## src/rtl/bp_stall_profile_pkg.sv

```systemverilog
// Shared stall-reason encoding, bin map and read-FSM state type for the stall histogram.
// Latency: none (types and constants only).
// Backpressure: not applicable.
package bp_stall_profile_pkg;

    typedef enum logic [4:0] {
        e_stall_icache_miss   = 5'd0,
        e_stall_itlb_miss     = 5'd1,
        e_stall_branch_mispred= 5'd2,
        e_stall_jalr_mispred  = 5'd3,
        e_stall_fe_queue_empty= 5'd4,
        e_stall_dcache_miss   = 5'd5,
        e_stall_dtlb_miss     = 5'd6,
        e_stall_load_dep      = 5'd7,
        e_stall_mul_dep       = 5'd8,
        e_stall_fpu_dep       = 5'd9,
        e_stall_div_busy      = 5'd10,
        e_stall_struct_hazard = 5'd11,
        e_stall_csr_fence     = 5'd12,
        e_stall_exception     = 5'd13,
        e_stall_interrupt     = 5'd14,
        e_stall_replay        = 5'd15,
        e_stall_long_haz      = 5'd16,
        e_stall_sbuf_full     = 5'd17,
        e_stall_amo_wait      = 5'd18,
        e_stall_debug         = 5'd19,
        e_stall_misc          = 5'd20
    } bp_stall_reason_e;

    typedef enum logic {
        e_rd_idle  = 1'b0,
        e_rd_valid = 1'b1
    } bp_stall_rd_state_e;

    localparam int num_stall_reasons_gp = 21;
    localparam int instr_bin_gp         = 21;
    localparam int unknown_bin_gp       = 22;
    localparam int total_addr_gp        = 23;

    // Commit wins over any stall flag; out-of-range reasons fall into the unknown bin.
    function automatic logic [4:0] bp_stall_classify(input logic       commit_v,
                                                     input logic       stall_v,
                                                     input logic [4:0] reason);
        if (commit_v)
            return 5'(instr_bin_gp);
        else if (stall_v && (reason <= 5'(num_stall_reasons_gp - 1)))
            return reason;
        else
            return 5'(unknown_bin_gp);
    endfunction

endpackage

```

## src/rtl/bp_stall_sat_counter.sv

```systemverilog
// Histogram bin counter; BP_STALL_HIST_SATURATE_EN selects saturate-at-all-ones, else wrap.
// Latency: increment lands on the next edge; count_o is the post-edge value ignoring clear.
// Backpressure: none; limit_o pulses whenever an increment hits or crosses the limit.
module bp_stall_sat_counter #(
    parameter int counter_width_p = 32
) (
    input  logic                       clk_i,
    input  logic                       reset_li,
    input  logic                       up_i,
    input  logic                       clear_i,
    output logic [counter_width_p-1:0] count_o,
    output logic                       limit_o
);

    localparam logic [counter_width_p-1:0] max_lp = '1;

    logic [counter_width_p-1:0] count_r;
    logic                       at_max;

    assign at_max = (count_r == max_lp);

`ifdef BP_STALL_HIST_SATURATE_EN
    assign count_o = (up_i && !at_max) ? count_r + counter_width_p'(1) : count_r;
    assign limit_o = up_i && (count_o == max_lp);
`else
    assign count_o = count_r + counter_width_p'(up_i);
    assign limit_o = up_i && at_max;
`endif

    always_ff @(posedge clk_i or negedge reset_li) begin
        if (!reset_li)
            count_r <= '0;
        else if (clear_i)
            count_r <= '0;
        else
            count_r <= count_o;
    end

endmodule

```

## src/rtl/bp_stall_histogram.sv

```systemverilog
// Stall-attribution histogram (instr/per-reason/unknown bins + total) with a readable shadow bank; mode via BP_STALL_HIST_SATURATE_EN.
// Latency: sample to live bin two edges; read accept to rd_v_o one edge.
// Backpressure: rd_ready_o low while a result waits for rd_yumi_i; sampling never stalls.
module bp_stall_histogram
    import bp_stall_profile_pkg::*;
#(
    parameter int counter_width_p = 32
) (
    input  logic                       clk_i,
    input  logic                       reset_li,
    input  logic                       freeze_i,
    input  logic                       commit_v_i,
    input  logic                       stall_v_i,
    input  logic [4:0]                 stall_reason_i,
    input  logic                       clear_i,
    input  logic                       snapshot_i,
    input  logic                       rd_v_i,
    input  logic [4:0]                 rd_addr_i,
    output logic                       rd_ready_o,
    output logic                       rd_v_o,
    output logic [counter_width_p-1:0] rd_data_o,
    input  logic                       rd_yumi_i,
    output logic                       overflow_o
);

    localparam int num_bins_lp = 23;
    localparam int num_ctr_lp  = num_bins_lp + 1;

    logic       s0_freeze_r;
    logic       s0_commit_r;
    logic       s0_stall_r;
    logic [4:0] s0_reason_r;

    // S0 resets to frozen so nothing is counted from the reset state.
    always_ff @(posedge clk_i or negedge reset_li) begin
        if (!reset_li) begin
            s0_freeze_r <= 1'b1;
            s0_commit_r <= 1'b0;
            s0_stall_r  <= 1'b0;
            s0_reason_r <= '0;
        end else begin
            s0_freeze_r <= freeze_i;
            s0_commit_r <= commit_v_i;
            s0_stall_r  <= stall_v_i;
            s0_reason_r <= stall_reason_i;
        end
    end

    logic [4:0]            bin_sel;
    logic [num_ctr_lp-1:0] up_vec;

    assign bin_sel = bp_stall_classify(s0_commit_r, s0_stall_r, s0_reason_r);

    always_comb begin
        up_vec = '0;
        if (!s0_freeze_r) begin
            up_vec[bin_sel]       = 1'b1;
            up_vec[total_addr_gp] = 1'b1;
        end
    end

    logic [counter_width_p-1:0] count_next [num_ctr_lp];
    logic [num_ctr_lp-1:0]      limit_vec;

    for (genvar i = 0; i < num_ctr_lp; i++) begin : g_ctr
        bp_stall_sat_counter #(
            .counter_width_p(counter_width_p)
        ) u_ctr (
            .clk_i   (clk_i),
            .reset_li(reset_li),
            .up_i    (up_vec[i]),
            .clear_i (clear_i),
            .count_o (count_next[i]),
            .limit_o (limit_vec[i])
        );
    end

    // Shadow uses the pre-clear next values, so snapshot+clear keeps the final increment.
    logic [counter_width_p-1:0] shadow_r [num_ctr_lp];

    always_ff @(posedge clk_i or negedge reset_li) begin
        if (!reset_li) begin
            for (int i = 0; i < num_ctr_lp; i++)
                shadow_r[i] <= '0;
        end else if (snapshot_i) begin
            for (int i = 0; i < num_ctr_lp; i++)
                shadow_r[i] <= count_next[i];
        end
    end

    logic overflow_r;

    always_ff @(posedge clk_i or negedge reset_li) begin
        if (!reset_li)
            overflow_r <= 1'b0;
        else if (clear_i)
            overflow_r <= 1'b0;
        else if (|limit_vec)
            overflow_r <= 1'b1;
    end

    assign overflow_o = overflow_r;

    bp_stall_rd_state_e         rd_state_r;
    bp_stall_rd_state_e         rd_state_n;
    logic                       rd_load;
    logic [counter_width_p-1:0] rd_mux;
    logic [counter_width_p-1:0] rd_data_r;

    always_comb begin
        rd_mux = '0;
        if (rd_addr_i < 5'(num_ctr_lp))
            rd_mux = shadow_r[rd_addr_i];
    end

    always_comb begin
        rd_state_n = rd_state_r;
        rd_load    = 1'b0;
        case (rd_state_r)
            e_rd_idle: begin
                if (rd_v_i) begin
                    rd_load    = 1'b1;
                    rd_state_n = e_rd_valid;
                end
            end
            e_rd_valid: begin
                if (rd_yumi_i)
                    rd_state_n = e_rd_idle;
            end
            default: rd_state_n = e_rd_idle;
        endcase
    end

    always_ff @(posedge clk_i or negedge reset_li) begin
        if (!reset_li) begin
            rd_state_r <= e_rd_idle;
            rd_data_r  <= '0;
        end else begin
            rd_state_r <= rd_state_n;
            if (rd_load)
                rd_data_r <= rd_mux;
        end
    end

    assign rd_ready_o = (rd_state_r == e_rd_idle);
    assign rd_v_o     = (rd_state_r == e_rd_valid);
    assign rd_data_o  = rd_data_r;

endmodule

```

## config.mk

```make
export PLATFORM = sky130hd
export DESIGN_NAME = bp_stall_histogram
export DESIGN_NICKNAME = d
export VERILOG_FILES = /design/src/rtl/bp_stall_profile_pkg.sv /design/src/rtl/bp_stall_sat_counter.sv /design/src/rtl/bp_stall_histogram.sv
export SDC_FILE = /design/constraint.sdc
export NUM_CORES = 2
export LEC_CHECK = 0
export CORE_MARGIN = 2
export CORE_UTILIZATION = 60
export DETAILED_ROUTE_END_ITERATION = 12
export PLACE_DENSITY = 0.75
export SLEW_MARGIN = 0
export SYNTH_ARGS = -nofsm -noshare
export SYNTH_HDL_FRONTEND = slang
export SYNTH_SLANG_ARGS = --single-unit
```

## constraint.sdc

```tcl
create_clock -name clk_i -period 4.31 [get_ports clk_i]
set_input_delay 0.6465 -clock clk_i [delete_from_list [all_inputs] [get_ports clk_i]]
set_output_delay 0.6465 -clock clk_i [all_outputs]
set_load 0.02 [all_outputs]
```

-- Yosys cells after proc, flatten, opt, wreduce, memory -nomap -nowiden
Cells that the tools add are included.
- add/subtract/negate cells: 24
- multiply operators: 0
- divide/modulo/power cells: 0
- magnitude comparators: 5
- equal/unequal tests: 24
- shift-type cells: 0
- multiplexer cells: 39
- bitwise logic cells: 2
- reduce and logical (&&, ||, !) cells: 28
- operators by type and width (cell ; count):
    2-to-1 mux 32 bit ; 27
    adder 32 x 1 -> 32 bit ; 24
    == test 32 bit, second input constant ; 24
    binary-select mux 32 bit (select 5 bit) ; 1
    logical AND 1 bit ; 26
    2-to-1 mux 24 bit ; 1
    OR reduction 24 bit ; 1
    2-to-1 mux 5 bit ; 2
    greater-or-equal comparator 6 bit, second input constant ; 1
    less-than comparator 5 x 6 -> 1 bit, second input constant ; 1
    2-to-1 mux 1 bit ; 6
    NOT 5 -> 6 bit ; 1
    demux 1 bit (select 5 bit) ; 1
    greater-or-equal comparator 5 x 1 -> 1 bit, second input constant ; 1
    <= comparator 5 bit, second input constant ; 1
    less-than comparator 5 bit, second input constant ; 1
    one-hot mux 1 bit (2 select lines) ; 1
    nonzero test 2 bit ; 1
    NOT 1 bit ; 1
- register bits: 1578
- latch bits: 0
- bits in writable memories: 0
- bits in read-only memories: 0
- input port bits: 19
- output and inout bits: 35
- logic and storage cells: 177
- memories kept: 0

-- Longest topological paths before layout
- word-level depth: 13
- mapped depth: 14
- depth with buffers taken out: 12

-- Cells and area by module
Synthesis repeated with hierarchy kept, for this count alone.
- cell total of the unflattened synthesis: 6961
- area total of the unflattened synthesis: 81250.4 µm²
- modules (own cells, without submodules) (module ; times used ; cells each ; area an instance (µm²) ; sequential area each (µm²)):
    bp_stall_sat_counter (g_ctr[0].u_ctr ...) ; 23 ; 199 ; 1896.8 ; 800.8
    bp_stall_histogram ; 1 ; 2186 ; 35774.3 ; 20270.7
    bp_stall_sat_counter (g_ctr[13].u_ctr) ; 1 ; 198 ; 1849.3 ; 800.8

-- Least setup slack after synthesis
No wires, ideal clock.
- kind: register to register
- from: register s0_commit_r
- to: register shadow_r[766] (netlist bit)
- library setup time: 0.137 ns
- arrival: 3.302 ns
- data required time: 4.173 ns
- path slack: 0.871 ns
- cell stages (with the launch flop): 14
- path buffers: 3
- period minus slack after synthesis: 3.439 ns
- cell sequence: dfrtp_1 > or4b_1 > buf_2 > clkbuf_1 > nor4_1 > ha_1 > ha_1 > nand3_1 > nor4_1 > and2_0 > clkbuf_1 > nand4_1 > xor2_1 > a21oi_1
- word-level cells in the longest chain between the ends: 7
- elaborated cells on any way between the ends: 8
- those cells by class: add/sub (1); order compare (2); mux (4); reduce/logical (1)
- RTL lines (item ; line ; RTL):
    start, declared ; bp_stall_histogram.sv:30 ; logic s0_commit_r;
    start signal, assigned ; bp_stall_histogram.sv:43 ; s0_commit_r <= commit_v_i;
    2-to-1 mux 5 bit (*) ; bp_stall_profile_pkg.sv:44 ; if (commit_v)
    less-than comparator 5 x 6 -> 1 bit (implied by the code) or greater-or-equal comparator 5 x 1 -> 1 bit (tied branches) ; bp_stall_histogram.sv:57 ; up_vec[bin_sel] = 1'b1;
    logical AND 1 bit (implied by the code) ; bp_stall_histogram.sv:57 ;
    2-to-1 mux 1 bit (implied by the code) ; bp_stall_histogram.sv:57 ;
    demux 1 bit (select 5 bit) (*) ; bp_stall_histogram.sv:57 ;
    2-to-1 mux 24 bit (*) ; bp_stall_histogram.sv:56 ; if (!s0_freeze_r) begin
    adder 32 x 1 -> 32 bit (*) ; bp_stall_sat_counter.sv:26 ; assign count_o = count_r + counter_width_p'(up_i);
    end signal, assigned by index ; bp_stall_histogram.sv:87 ; shadow_r[i] <= count_next[i];
    end, declared ; bp_stall_histogram.sv:79 ; logic [counter_width_p-1:0] shadow_r [num_ctr_lp];
Every way passes the cells marked *; elsewhere a longest branch is shown, timed or not.
A chain may end at the register's enable or synchronous reset.

-- Worst setup path in the final report
- from: register s0_commit_r
- to: register shadow_r[632] (netlist bit)
The elaborated chain is that of the path after synthesis.

==> impl_metrics.json <==
{
  "run_status": "finished, final reports clean",
  "skew_ns": 0.02930,
  "htree_levels": 4,
  "slew_headroom_pct": 16.58,
  "design_area_sq_um": 78760,
  "groute.usage.overall_pct": 31.76,
  "power_leakage_nw": 34.72,
  "io_pins": 54,
  "fmax_mhz": 250.4,
  "vias": 51796,
  "synth_xor_area_share_pct": 8.903,
  "start_util_pct": 60.23,
  "die_h_um": 347.6,
  "critPathCaptureType": "flop",
  "synth_fp_nets": 6878,
  "ctsRootBufferMaster": "clkbuf_16",
  "wl_mm": 187.9,
  "synth_cell_types": 50,
  "layout.nets": 6887,
  "num_rows": 126,
  "wire_per_inst_um": 22.14,
  "start_kind": "flop",
  "post_cts_buffers": 0,
  "synth-compound-area-share_pct": 6.027,
  "yosysSeqAreaShare_pct": 55.75,
  "placed_area_sq_um": 73430,
  "period_needed_ns": 3.993,
  "hold_path.class": "in2reg",
  "via_per_inst": 6.104,
  "diodes": 0,
  "drive_above_1_share_pct": 9.424,
  "finalSetupViolations": 0,
  "synth_edf_count": 0,
  "ys.flop_type": "dfrtp_1",
  "whs_ns": 0.2970,
  "synth_top_family_by_area": "simple AND/OR/NAND/NOR gates",
  "tns_ns": 0,
  "tritoncts": "built",
  "finalHoldViolCount": 0,
  "cpPeakStageDelay_ns": 0.55,
  "antenna_left": 0,
  "first_iter_violations": 5425,
  "grt_overflow": 0,
  "synth_simple_gate_area_share_pct": 18.22,
  "rrSetupSlack_ns": 0.32,
  "area_delta_synth_final_pct": 11.19,
  "die_area_sq_um": 120800,
  "drv_slew": 0,
  "power.density_nw_per_um2": 411.9,
  "worst_ep_arrival_time_ns": 4.62,
  "design.core.area_sq_um": 117600,
  "whs_path_depth": 2,
  "cts_made_buffers": 162,
  "fill_cells": 8743,
  "cp_cell_sequence": "or4b_1 -> buf_4 -> or3_1 -> nor2_1 -> ha_1 -> ha_1 -> nand3_1 -> nor3_1 -> buf_4 -> nand2b_1 -> nor3_1 -> nand4_1 -> xor2_1 -> a21oi_1",
  "grt_pass1_wl_mm": 295.6,
  "first_global_vias": 51218,
  "dieWidth_um": 347.6,
  "max_cap_violations": 0,
  "muxShareOfSynthArea_pct": 8.225,
  "dp_hpwl_mm": 130.6,
  "ys_seq_elements": 1578,
  "synth_fa_ha_area_share_pct": 0.8479,
  "post-route-period-util_pct": 92.65,
  "cp.required_ns": 4.93,
  "grt_max_degree": 183,
  "ys_warn_count": 0,
  "irDropWorstVdd_mv": 0.4480,
  "portBuffers": 53,
  "worstSetupPathType": "reg2reg",
  "critPathSlowestCell": "or4b_1",
  "synth_area_per_cell_sq_um": 10.40,
  "gp_congestion": 0.9458,
  "syn-cell-area_sq_um": 70830,
  "total_power_mw": 32.44,
  "synth-async-reset-ratio_pct": 100.0,
  "tightestPinTransition_ns": 1.251,
  "worstPathMaxFanout": 9,
  "syn_inst": 6811,
  "drc": 0,
  "rr_worst_depth": 14,
  "firstDrtPassIters": 6,
  "cts_buffer_depth": 3,
  "clock_latency_ns": 0.79,
  "antenna_found_initial": 5,
  "path_clk_slew_ns": 0.06,
  "cts_sinks": 1578,
  "rsz0062_at_grt": "false"
}
-- cell usage after synthesis (2+ instances only) --
cell type	count	share of area [%]
a31oi_1	2	0.018
a32oi_1	2	0.025
a21oi_1	721	5.1
nand3b_1	2	0.021
mux2i_1	96	1.4
xor2_1	450	5.6
nor4_1	52	0.46
nand2_1	361	1.9
nor4b_1	2	0.025
nand2b_1	9	0.079
nand3_1	295	2.1
a22oi_1	32	0.34
dfrtp_1	1577	56
or3_1	11	0.097
a311oi_1	2	0.025
nor2_1	1664	8.8
nand4_1	188	1.7
o21ai_0	65	0.46
or4_1	8	0.085
or3b_2	2	0.025
buf_2	7	0.049
mux2_2	48	0.76
ha_1	48	0.85
and2_0	4	0.035
clkbuf_1	291	1.5
mux4_2	192	6.1
and4_1	47	0.58
inv_1	36	0.19
buf_1	46	0.24
xnor2_1	270	3.3
nor2b_1	61	0.54
and2_1	21	0.19
or2_2	8	0.071
nor3_1	81	0.57
and3_1	94	0.83
o211ai_1	2	0.021
-- critical path, delay by kind of cell, from the launching register on --
| family | cells | cell delay [ns] |
|---|---|---|
| simple gates | 8 | 2.35 |
| buf+inv | 2 | 0.41 |
| flops | 1 | 0.40 |
| fa+ha+maj | 2 | 0.39 |
| xor+xnor | 1 | 0.18 |
| compound gates | 1 | 0.09 |
-- worst paths after layout --
check	from	endpoint
worst min-delay path	snapshot_i	shadow_r[71]$_DFFE_PN0P_
worst min register to register	rd_data_o[9]$_DFFE_PN0P_	rd_data_o[9]$_DFFE_PN0P_
max in group asynchronous	reset_li	g_ctr[11].u_ctr.count_r[24]$_DFF_PN0_
worst max register to register	s0_commit_r$_DFF_PN0_	shadow_r[632]$_DFFE_PN0P_
min in group asynchronous	reset_li	g_ctr[12].u_ctr.count_r[22]$_DFF_PN0_
worst max-delay path	s0_commit_r$_DFF_PN0_	shadow_r[632]$_DFFE_PN0P_
-- through the flow --
| step | instances | worst slack (ns) | utilization [%] |
|---|---|---|---|
| floorplan | 6811 | 0.8713 | - |
| global placement | 8191 | 0.3779 | 62.43 |
| detailed placement | 8191 | 0.3141 | 62.43 |
| CTS | 8486 | 0.2600 | 66.97 |
| global route | 8486 | 0.05627 | 66.97 |
| finish | 8486 | 0.3167 | 66.97 |
-- logic make-up after synthesis --
group                    after synthesis
AND/OR/NAND/NOR                     2919
flip-flops                          1578
AO/OA/AOI/OAI                        830
multiplexers                         336
buffers and inverters                380
XOR/XNOR                             720
adder cells (fa/ha/maj)               48
-- cell type report --
cell class / count / area, sq um / area share [%]
clock buffers: 242 / 4778 / 6.067
clock inverters: 52 / 540.5 / 0.6863
inverters: 36 / 135.1 / 0.1716
multi-input cells: 4853 / 29920 / 37.99
flip-flops and latches: 1578 / 39490 / 50.14
well taps: 1536 / 1922 / 2.440
repair buffers: 189 / 1974 / 2.507
-- layer usage --
metal / track usage [%] / routed length [um]
met1: 44.06 / 77400
met4: 14.17 / 8691
met3: 7.342 / 15440
met2: 48.19 / 86160
met5: 1.160 / 201
-- cells in the final DEF, fill, tap and decap left out, drive strengths merged, types with 48 or more instances in the layout --
| cell | n |
|---|---|
| nand4 | 188 |
| and4 | 48 |
| nor2b | 61 |
| xnor2 | 270 |
| mux2 | 48 |
| ha | 48 |
| nor3 | 81 |
| a21oi | 722 |
| nand2 | 361 |
| mux2i | 96 |
| nand3 | 295 |
| nor2 | 1664 |
| mux4 | 192 |
| xor2 | 450 |
| dfrtp | 1577 |
| buf | 141 |
| o21ai | 65 |
| clkbuf | 243 |
| and3 | 94 |
| nor4 | 53 |
-- where the power goes --
group	internal (mW)	switching [mW]	leakage, nW
Clock	8.25	5.88	2.65
Combinational	0.910	1.65	11.2
Sequential	15.4	0.371	20.9
-- sequential cells by signal (all words and copies together), names as in the netlist --
signal	count
g_ctr.u_ctr.count_r	768
shadow_r	768
rd_data_o	32
s0_reason_r	5
overflow_o	1
rd_v_o	1
s0_commit_r	1
s0_freeze_r	1
s0_stall_r	1
-- timing repair --
| action | CTS | global route |
|---|---|---|
| hold endpoints to repair | 52 | 0 |
| endpoints found under the setup margin | 0 | 1 |
| hold buffers | 1 | 0 |
| gates resized for setup | 0 | 1 |
No activity file was read; power rests on OpenSTA's default activity.
